$ cat src/rtl/pipeline_hazard_ctrl_if.sv
`default_nettype none
// ============================================================================
// Module  : pipeline_hazard_ctrl_if
// Brief   : Decode/execute/memory status inputs and pipeline control outputs
//           of the central stall/flush scheduler.
// Revision: 1.0 - initial release
// ============================================================================
interface pipeline_hazard_ctrl_if;
  // Decode-stage operand information
  logic        dec_valid;
  logic [4:0]  dec_rs1;
  logic [4:0]  dec_rs2;
  logic        dec_uses_rs1;
  logic        dec_uses_rs2;
  logic        dec_is_load;
  logic [4:0]  dec_rd;
  logic        dec_read_bubble;
  // Execute / memory events
  logic        ex_redirect;
  logic        dcache_stall;
  logic        load_done;
  logic [4:0]  load_rd;
  // Pipeline controls and status
  logic        freeze;
  logic        stall_fd;
  logic        bubble_x;
  logic        flush;
  logic        issue;
  logic [31:0] pending;
  logic [2:0]  load_cnt;
  logic [1:0]  state;
  logic        err;

  // Pipeline side: drives the events, observes the controls
  modport master (
    output dec_valid, dec_rs1, dec_rs2, dec_uses_rs1, dec_uses_rs2,
           dec_is_load, dec_rd, dec_read_bubble,
           ex_redirect, dcache_stall, load_done, load_rd,
    input  freeze, stall_fd, bubble_x, flush, issue,
           pending, load_cnt, state, err
  );

  // Scheduler side
  modport slave (
    input  dec_valid, dec_rs1, dec_rs2, dec_uses_rs1, dec_uses_rs2,
           dec_is_load, dec_rd, dec_read_bubble,
           ex_redirect, dcache_stall, load_done, load_rd,
    output freeze, stall_fd, bubble_x, flush, issue,
           pending, load_cnt, state, err
  );
endinterface
`default_nettype wire

$ cat src/rtl/pipeline_hazard_ctrl.sv
`default_nettype none
// ============================================================================
// Module  : pipeline_hazard_ctrl
// Brief   : Stall/flush scheduler for the three-stage pipeline. Tracks loads
//           in flight in a register scoreboard and issues freeze, stall,
//           bubble and flush controls for fetch, decode and execute.
// Revision: 1.0 - initial release
// ============================================================================
module pipeline_hazard_ctrl #(
  parameter int MAX_LOADS    = 2,
  parameter int FLUSH_CYCLES = 2
) (
  input  wire logic             clk,
  input  wire logic             reset_n,
  pipeline_hazard_ctrl_if.slave bus
);

  typedef enum logic [1:0] {
    RUN      = 2'd0,
    MEM_WAIT = 2'd1,
    FLUSH    = 2'd2
  } state_t;

  localparam logic [2:0] c_MAX_LOADS    = 3'(MAX_LOADS);
  localparam logic [2:0] c_FLUSH_RELOAD = 3'(FLUSH_CYCLES - 1);
  localparam bit         c_USE_FLUSH    = (FLUSH_CYCLES > 1);

  state_t      r_state;
  logic [2:0]  r_flush_cnt;
  logic [31:0] r_pending;
  logic [2:0]  r_load_cnt;
  logic        r_err;

  logic        w_hazard;
  logic        w_full;
  logic        w_run_rules;
  logic        w_freeze;
  logic        w_stall_fd;
  logic        w_bubble_x;
  logic        w_flush;
  logic        w_issue;
  logic        w_load_issue;
  logic        w_load_retire;
  logic [31:0] w_pending_nxt;

  // Operand hazard against loads in flight; x0 is never a real dependency
  assign w_hazard = bus.dec_valid &
                    ((bus.dec_uses_rs1 & (bus.dec_rs1 != 5'd0) & r_pending[bus.dec_rs1]) |
                     (bus.dec_uses_rs2 & (bus.dec_rs2 != 5'd0) & r_pending[bus.dec_rs2]) |
                     bus.dec_read_bubble);

  assign w_full = bus.dec_valid & bus.dec_is_load & (r_load_cnt == c_MAX_LOADS);

  // MEM_WAIT with the miss resolved behaves exactly like RUN this cycle, so a
  // redirect held across the freeze is acted on at exit
  assign w_run_rules = (r_state == RUN) | ((r_state == MEM_WAIT) & ~bus.dcache_stall);

  // Combinational pipeline controls, forced quiet while reset is asserted
  always_comb begin
    w_freeze   = 1'b0;
    w_stall_fd = 1'b0;
    w_bubble_x = 1'b0;
    w_flush    = 1'b0;
    w_issue    = 1'b0;
    if (reset_n) begin
      if (w_run_rules) begin
        if (bus.dcache_stall) begin
          w_freeze   = 1'b1;
          w_stall_fd = 1'b1;
        end else if (bus.ex_redirect) begin
          w_flush    = 1'b1;
          w_bubble_x = 1'b1;
        end else if (w_hazard | w_full) begin
          w_stall_fd = 1'b1;
          w_bubble_x = 1'b1;
        end else begin
          w_issue    = bus.dec_valid;
        end
      end else if (r_state == MEM_WAIT) begin
        w_freeze   = 1'b1;
        w_stall_fd = 1'b1;
      end else if (r_state == FLUSH) begin
        // Hazards and redirects are ignored while draining the redirect
        w_bubble_x = 1'b1;
        w_freeze   = bus.dcache_stall;
      end
    end
  end

  assign w_load_issue  = w_issue & bus.dec_is_load;
  assign w_load_retire = bus.load_done & (r_load_cnt != 3'd0);

  // Scoreboard next value: clear on writeback, then set on load issue
  always_comb begin
    w_pending_nxt = r_pending;
    if (bus.load_done) begin
      w_pending_nxt[bus.load_rd] = 1'b0;
    end
    if (w_load_issue & (bus.dec_rd != 5'd0)) begin
      w_pending_nxt[bus.dec_rd] = 1'b1;
    end
    w_pending_nxt[0] = 1'b0;
  end

  // Scheduler state, flush counter, scoreboard, load count and error flag
  always_ff @(posedge clk or negedge reset_n) begin
    if (!reset_n) begin
      r_state     <= RUN;
      r_flush_cnt <= 3'd0;
      r_pending   <= 32'd0;
      r_load_cnt  <= 3'd0;
      r_err       <= 1'b0;
    end else begin
      case (r_state)
        RUN, MEM_WAIT: begin
          if (bus.dcache_stall) begin
            r_state <= MEM_WAIT;
          end else if (bus.ex_redirect && c_USE_FLUSH) begin
            r_state     <= FLUSH;
            r_flush_cnt <= c_FLUSH_RELOAD;
          end else begin
            r_state <= RUN;
          end
        end
        FLUSH: begin
          // A miss during the drain only holds the counter
          if (!bus.dcache_stall) begin
            if (r_flush_cnt <= 3'd1) begin
              r_state     <= RUN;
              r_flush_cnt <= 3'd0;
            end else begin
              r_flush_cnt <= r_flush_cnt - 3'd1;
            end
          end
        end
        default: begin
          r_state     <= RUN;
          r_flush_cnt <= 3'd0;
        end
      endcase

      r_pending <= w_pending_nxt;

      case ({w_load_issue, w_load_retire})
        2'b10:   r_load_cnt <= r_load_cnt + 3'd1;
        2'b01:   r_load_cnt <= r_load_cnt - 3'd1;
        default: r_load_cnt <= r_load_cnt;
      endcase

      if (bus.load_done && (r_load_cnt == 3'd0)) begin
        r_err <= 1'b1;
      end
    end
  end

  // The full check must make a load issue at the limit impossible
  always_ff @(posedge clk) begin
    if (reset_n) begin
      assert (!(w_load_issue && (r_load_cnt == c_MAX_LOADS)));
    end
  end

  assign bus.freeze   = w_freeze;
  assign bus.stall_fd = w_stall_fd;
  assign bus.bubble_x = w_bubble_x;
  assign bus.flush    = w_flush;
  assign bus.issue    = w_issue;
  assign bus.pending  = r_pending;
  assign bus.load_cnt = r_load_cnt;
  assign bus.state    = r_state;
  assign bus.err      = r_err;

endmodule
`default_nettype wire

$ cat src/flat_wrapper.sv
// flat-port wrapper written by rule: the top's interface ports become plain ports
module pipeline_hazard_ctrl_flat 
#(
  parameter int MAX_LOADS    = 2,
  parameter int FLUSH_CYCLES = 2
)
  (clk, reset_n, bus_dec_valid, bus_dec_rs1, bus_dec_rs2, bus_dec_uses_rs1, bus_dec_uses_rs2, bus_dec_is_load, bus_dec_rd, bus_dec_read_bubble, bus_ex_redirect, bus_dcache_stall, bus_load_done, bus_load_rd, bus_freeze, bus_stall_fd, bus_bubble_x, bus_flush, bus_issue, bus_pending, bus_load_cnt, bus_state, bus_err);
  pipeline_hazard_ctrl_if bus_i ();
  input  wire logic clk;
  input  wire logic reset_n;
  input wire logic [$bits(bus_i.dec_valid)-1:0] bus_dec_valid;
  input wire logic [$bits(bus_i.dec_rs1)-1:0] bus_dec_rs1;
  input wire logic [$bits(bus_i.dec_rs2)-1:0] bus_dec_rs2;
  input wire logic [$bits(bus_i.dec_uses_rs1)-1:0] bus_dec_uses_rs1;
  input wire logic [$bits(bus_i.dec_uses_rs2)-1:0] bus_dec_uses_rs2;
  input wire logic [$bits(bus_i.dec_is_load)-1:0] bus_dec_is_load;
  input wire logic [$bits(bus_i.dec_rd)-1:0] bus_dec_rd;
  input wire logic [$bits(bus_i.dec_read_bubble)-1:0] bus_dec_read_bubble;
  input wire logic [$bits(bus_i.ex_redirect)-1:0] bus_ex_redirect;
  input wire logic [$bits(bus_i.dcache_stall)-1:0] bus_dcache_stall;
  input wire logic [$bits(bus_i.load_done)-1:0] bus_load_done;
  input wire logic [$bits(bus_i.load_rd)-1:0] bus_load_rd;
  output wire logic [$bits(bus_i.freeze)-1:0] bus_freeze;
  output wire logic [$bits(bus_i.stall_fd)-1:0] bus_stall_fd;
  output wire logic [$bits(bus_i.bubble_x)-1:0] bus_bubble_x;
  output wire logic [$bits(bus_i.flush)-1:0] bus_flush;
  output wire logic [$bits(bus_i.issue)-1:0] bus_issue;
  output wire logic [$bits(bus_i.pending)-1:0] bus_pending;
  output wire logic [$bits(bus_i.load_cnt)-1:0] bus_load_cnt;
  output wire logic [$bits(bus_i.state)-1:0] bus_state;
  output wire logic [$bits(bus_i.err)-1:0] bus_err;
  assign bus_i.dec_valid = bus_dec_valid;
  assign bus_i.dec_rs1 = bus_dec_rs1;
  assign bus_i.dec_rs2 = bus_dec_rs2;
  assign bus_i.dec_uses_rs1 = bus_dec_uses_rs1;
  assign bus_i.dec_uses_rs2 = bus_dec_uses_rs2;
  assign bus_i.dec_is_load = bus_dec_is_load;
  assign bus_i.dec_rd = bus_dec_rd;
  assign bus_i.dec_read_bubble = bus_dec_read_bubble;
  assign bus_i.ex_redirect = bus_ex_redirect;
  assign bus_i.dcache_stall = bus_dcache_stall;
  assign bus_i.load_done = bus_load_done;
  assign bus_i.load_rd = bus_load_rd;
  assign bus_freeze = bus_i.freeze;
  assign bus_stall_fd = bus_i.stall_fd;
  assign bus_bubble_x = bus_i.bubble_x;
  assign bus_flush = bus_i.flush;
  assign bus_issue = bus_i.issue;
  assign bus_pending = bus_i.pending;
  assign bus_load_cnt = bus_i.load_cnt;
  assign bus_state = bus_i.state;
  assign bus_err = bus_i.err;
  pipeline_hazard_ctrl #(.MAX_LOADS(MAX_LOADS), .FLUSH_CYCLES(FLUSH_CYCLES)) u_core (.clk(clk), .reset_n(reset_n), .bus(bus_i));
endmodule
$ cat config.mk
export PLATFORM = sky130hd
export DESIGN_NAME = pipeline_hazard_ctrl_flat
export DESIGN_NICKNAME = d
export VERILOG_FILES = /design/src/rtl/pipeline_hazard_ctrl_if.sv /design/src/rtl/pipeline_hazard_ctrl.sv /design/src/flat_wrapper.sv
export SDC_FILE = /design/constraint.sdc
export NUM_CORES = 1
export LEC_CHECK = 0
export CAP_MARGIN = 20
export CORE_UTILIZATION = 45
export CTS_CLUSTER_SIZE = 8
export DETAILED_ROUTE_END_ITERATION = 10
export GPL_ROUTABILITY_DRIVEN = 0
export GPL_TIMING_DRIVEN = 0
export PLACE_DENSITY_LB_ADDON = 0.15
export SYNTH_ARGS = -nofsm -noshare
export SYNTH_HDL_FRONTEND = slang
export SYNTH_SLANG_ARGS = --single-unit
$ cat constraint.sdc
create_clock -name clk -period 4.43 [get_ports clk]
set_clock_uncertainty 0.05 [all_clocks]
set_input_delay 0.886 -clock clk [delete_from_list [all_inputs] [get_ports clk]]
set_output_delay 0.886 -clock clk [all_outputs]
set_load 0.05 [all_outputs]
# Word-level counts from Yosys, hierarchy flattened
# Index checks and enable logic that the tools add are counted.
[op_classes]
addsub = 3
multipliers = 0
n_div = 0
magnitude_cmp = 7
eq_ne = 9
n_shift = 0
n_mux = 47
n_bitwise = 19
reduce_logical = 13
[ops]
columns = ["op", "count"]
rows = [
  ["32-bit 2-to-1 mux", 2],
  ["32-bit bitwise AND", 1],
  ["32-bit inverter", 1],
  ["32-bit OR", 1],
  ["1-bit 2-to-1 mux", 30],
  ["5-bit by 6-bit < comparator with 1-bit output (second input constant)", 4],
  ["5-bit nonzero test", 3],
  ["3-bit 2-to-1 mux", 4],
  ["3-bit one-hot mux with 2 select lines", 2],
  ["1-bit bitwise AND", 11],
  ["1-bit binary-select mux with 5-bit select", 2],
  ["1-bit demux with 5-bit select", 2],
  ["5-bit by 1-bit >= comparator with 1-bit output (second input constant)", 2],
  ["2-bit 2-to-1 mux", 4],
  ["2-bit inequality test (second input constant)", 4],
  ["3-bit by 1-bit subtractor with 3-bit output (second input constant)", 2],
  ["2-bit by 1-bit equality test with 1-bit output (second input constant)", 2],
  ["2-bit equality test (second input constant)", 2],
  ["1-bit OR", 4],
  ["2-bit one-hot mux with 2 select lines", 1],
  ["3-bit by 1-bit adder with 3-bit output (second input constant)", 1],
  ["3-bit by 2-bit equality test with 1-bit output (second input constant)", 1],
  ["3-bit by 1-bit less-or-equal comparator with 1-bit output (second input constant)", 1],
  ["1-bit logical AND", 3],
  ["8 further kinds", 8],
]
[word_totals]
register_bits = 40
latch_bits = 0
ramBits = 0
mem_bits_ro = 0
inputBits = 30
out_inout_bits = 43
word_cells = 103
memories = 0

# Longest topological paths before layout
[logic_depth]
word_depth = 15
mapped_depth = 14
ltp_nobuf = 12

# Worst setup path after synthesis
# OpenSTA, ideal clock, no wires.
[synth_path]
kind = "input to output"
start = "input bus_dec_rs2[0]"
end = "output bus_issue"
arrival_time_ns = 3.148
t_required_ns = 3.494
slack_ns = 0.346
stages = 8
n_path_buf = 2
path_cell_list = "buf_6 mux4_2 nand2b_1 a31oi_1 o22ai_1 a221o_2 buf_2 nor2_1"
[synth_via]
elab_chain_len = 12
elab_cells_between_ends = 14
classes_between = "7 x mux; 6 x bitwise; 1 x reduce/logical"
[synth_rtl]
columns = ["element", "line", "source"]
rows = [
  ["from (decl)", "flat_wrapper.sv:13", "input wire logic [$bits(bus_i.dec_rs2)-1:0] bus_dec_rs2;"],
  ["1-bit binary-select mux with 5-bit select or 5-bit nonzero test (tied branches)", "pipeline_hazard_ctrl.sv:49", "(bus.dec_uses_rs2 & (bus.dec_rs2 != 5'd0) & r_pending[bus.dec_rs2]) |"],
  ["1-bit 2-to-1 mux (implied by the code) or 1-bit bitwise AND (tied branches)", "pipeline_hazard_ctrl.sv:49", ""],
  ["1-bit bitwise AND (*)", "pipeline_hazard_ctrl.sv:49", ""],
  ["1-bit OR (*)", "pipeline_hazard_ctrl.sv:48", "((bus.dec_uses_rs1 & (bus.dec_rs1 != 5'd0) & r_pending[bus.dec_rs1]) |"],
  ["1-bit OR (*)", "pipeline_hazard_ctrl.sv:49", ""],
  ["1-bit bitwise AND (*)", "pipeline_hazard_ctrl.sv:47", "assign w_hazard = bus.dec_valid &"],
  ["1-bit OR (*)", "pipeline_hazard_ctrl.sv:73", "end else if (w_hazard | w_full) begin"],
  ["1-bit 2-to-1 mux (*)", "pipeline_hazard_ctrl.sv:73", ""],
  ["1-bit 2-to-1 mux (*)", "pipeline_hazard_ctrl.sv:70", "end else if (bus.ex_redirect) begin"],
  ["1-bit 2-to-1 mux (*)", "pipeline_hazard_ctrl.sv:67", "if (bus.dcache_stall) begin"],
  ["1-bit 2-to-1 mux (*)", "pipeline_hazard_ctrl.sv:66", "if (w_run_rules) begin"],
  ["1-bit 2-to-1 mux (*)", "pipeline_hazard_ctrl.sv:65", "if (reset_n) begin"],
  ["to (decl)", "flat_wrapper.sv:27", "output wire logic [$bits(bus_i.issue)-1:0] bus_issue;"],
]
# Mark *: on every way between the ends. The rest lies on a longest branch, timed or not. The select of a mux whose other input is x is not followed.

# Worst setup path after layout
[layout_path]
start = "input bus_dec_rs2[3]"
end = "output bus_issue"
# The elaborated chain is that of the path after synthesis.

==> results.yml <==
grt:
  grt_max_degree: 42
  grt_pass1_wl_um: 12600
  antenna_found_initial: 0
  grt_pass1_vias: 2486
  track_usage_pct: 26.4
  grt.overflow.total: 0
place:
  hpwl_um: 6010
  portBuffers: 66
yosys:
  postSynthAreaPerCell_um2: 9.36
  synth_cells: 295
  ys_types: 49
  synth_edf_count: 0
  syn_area_um2: 2760
  synth_nets: 329
  ys.flop_type: "dfrtp_1"
  ys_seq_area_share_pct: 36.3
  postSynth.asyncResetShare_pct: 100
  yosys_warnings: 0
  ys_ff_latch: 40
sta:
  slew_headroom_pct: 43.1
  worst_pin_slew_ns: 0.848
  fin_crit_sh_pct: 95.5
  setup_viol: 0
  slew_violations: 0
  finalCriticalPeriod_ns: 4.23
  fmax_mhz: 236
  rsz0062_at_grt: "no"
  hold_viol_final: 0
  fin_worst_hold_slack_ns: 0.333
power_and_ir_drop:
  clock_power_share_pct: 26.2
  p_comb_share_pct: 36.5
  p_sw_share_pct: 37.8
  seqPwrFrac_pct: 37.2
  power_leakage_nw: 1.42
  total_power_mw: 1.16
  intPower_mw: 0.724
  ir_drop_v: 0.000338
  switching_power_mw: 0.440
  power_density_nw_per_um2: 320
critical_path:
  rrSetupSlack_ns: 1.33
  r2r_start: "u_core.bus.pending[6]$_DFF_PN0_"
  critPathMaxFanout: 10
  start_kind: "input port"
  r2r_end: "u_core.bus.load_cnt[2]$_DFFE_PN0P_"
  critPathKind: "input port to output port"
  critPathArrivalTime_ns: 3.30
  reg2regPathDepth: 12
  cp.required_ns: 3.49
  cp-end-kind: "output port"
clocking:
  cts_setup_buffers: 0
  root_buffer: "clkbuf_8"
  clkLatencyLatePin_ns: 0.30
  cts_hold_buffers: 0
  cts_tree: "yes"
  cts_sinks: 40
  cts_buffers: 5
  h-tree-depth: 2
  cts_max_path_buffers: 2
  cts.reportedPaths.clkPinSlew_ns: 0.08
finish:
  fill_cells: 525
  layout_commonest_cell: "clkdlybuf4s50_1"
  drive_above_1_share_pct: 14.6
  nNetsFinal: 404
  antenna_cells: 0
  layout_common_cells: "clkdlybuf4s50_1 (63), o21ai_0 (48), dfrtp_1 (40), nand2_1 (29)"
  syn2layout_area_growth_pct: 31.9
  seq_area_um2: 1000
  multi_input_area_um2: 1650
run_status:
  outcome: "complete, no violations"
route:
  dr.pass1.iters: 5
  totalWireLength_um: 8090
  vias: 2639
  drc: 0
  wire_per_inst_um: 18.1
  vias_per_cell: 5.92
  drtAntennaViolNets: 0
  initialDrtViolationCount: 203
floorplanning:
  die_width_um: 80.3
  die_area_um2: 6450
  ios: 73
  die_h_um: 80.3
  core_area_um2: 5920
  num_rows: 28
  initial_core_util_pct: 46.6
hold_path:
  hold_path.class: "input port to async pin"
job:
  maxCapViolCount: 0
[state kept, by name (all words and copies together) (netlist names)]
register / flops
u_core.bus.err: 1
u_core.bus.state: 2
u_core.bus.pending: 31
u_core.bus.load_cnt: 3
u_core.r_flush_cnt: 3
[per-stage QoR]
step | cells | cell area (um^2) | TNS, ns | setup slack [ns] | util (%)
3_3_place_gp | 436 | 3510 | -9.85 | -1.42 | 59.4
3_5_place_dp | 437 | 3530 | -0.476 | -0.325 | 59.6
5_1_grt | 446 | 3640 | 0 | 0.0457 | 61.5
4_1_cts | 445 | 3640 | 0 | 0.0840 | 61.5
6_report | 446 | 3640 | 0 | 0.198 | 61.5
2_1_floorplan | 295 | 2760 | 0 | 0.346 | -
[synthesized netlist by cell type (all sizes together) (9+ instances only)]
cell	n	area, um^2
o21ai	52	260
dfrtp	40	1000
nand2	29	109
o31ai	15	178
mux2i	14	140
nand3b	14	105
nor2	12	45.0
a21oi	11	55.1
nand3	11	55.1
nor2b	10	62.6
inv	9	33.8
[repair_timing]
item | 4_1_cts | 5_1_grt
setup endpoints to repair | 2 | 2
resized for setup | 4 | 6
cloned | 0 | 0
hold endpoints to repair | 0 | 0
[cell families after synthesis]
| family | Yosys count | synth area share (%) |
|---|---|---|
| xor gates and xnor gates | 3 | 0.952 |
| other | 1 | 0.136 |
| DFF | 40 | 36.3 |
| buffers and inverters | 23 | 4.22 |
| and+or+nand+nor | 98 | 19.1 |
| muxes | 26 | 13.0 |
| AOI/OAI and AO/OA | 100 | 24.3 |
| adders and majority gates | 4 | 2.09 |
[power by group through the flow]
stage	logic [mW]	registers, mW	clock network [mW]
3_3_place_gp	0.419	0.440	0
3_5_place_dp	0.428	0.441	0
4_1_cts	0.427	0.434	0.308
5_1_grt	0.464	0.440	0.320
2_1_floorplan	0.190	0.527	0
6_report	0.425	0.434	0.306
[per-layer routing]
metal / vias up / GRT usage, % / wire length (um)
li1: 1245 / - / -
met1: 1273 / 37.5 / 3650
met2: 108 / 40.2 / 3770
met3: 13 / 2.73 / 523
met4: 0 / 12.9 / 139
met5: - / 0 / 0
[layout make-up]
class	instances	share of cell area (%)
Clock inverter	3	1.17
Inverter	9	0.928
Buffer	14	2.27
Clock buffer	5	1.89
Multi-Input combinational cell	232	45.3
Timing Repair Buffer	68	18.4
Sequential cell	40	27.5
Tap cell	75	2.58
[worst max path at each step]
stage                endpoint  slack [ns]  cells past startpoint           start
global placement    bus_issue       -1.42                      6         reset_n
floorplan           bus_issue        0.35                      8  bus_dec_rs2[0]
CTS                 bus_issue        0.08                      9  bus_dec_rs1[2]
finish              bus_issue        0.20                      8  bus_dec_rs2[3]
detailed placement  bus_issue       -0.33                      9  bus_dec_rs1[2]
global route        bus_issue        0.05                      9  bus_dec_rs1[2]
[critical path: stages]
cell and delay (ns):
clkdlybuf4s50_1 0.52, or4_1 0.55, o21ai_1 0.15, o22ai_1 0.12, a221o_2 0.47, buf_2 0.23
nor2_1 0.10, buf_2 0.27
Note: power is estimated with default switching activity, not from simulation.
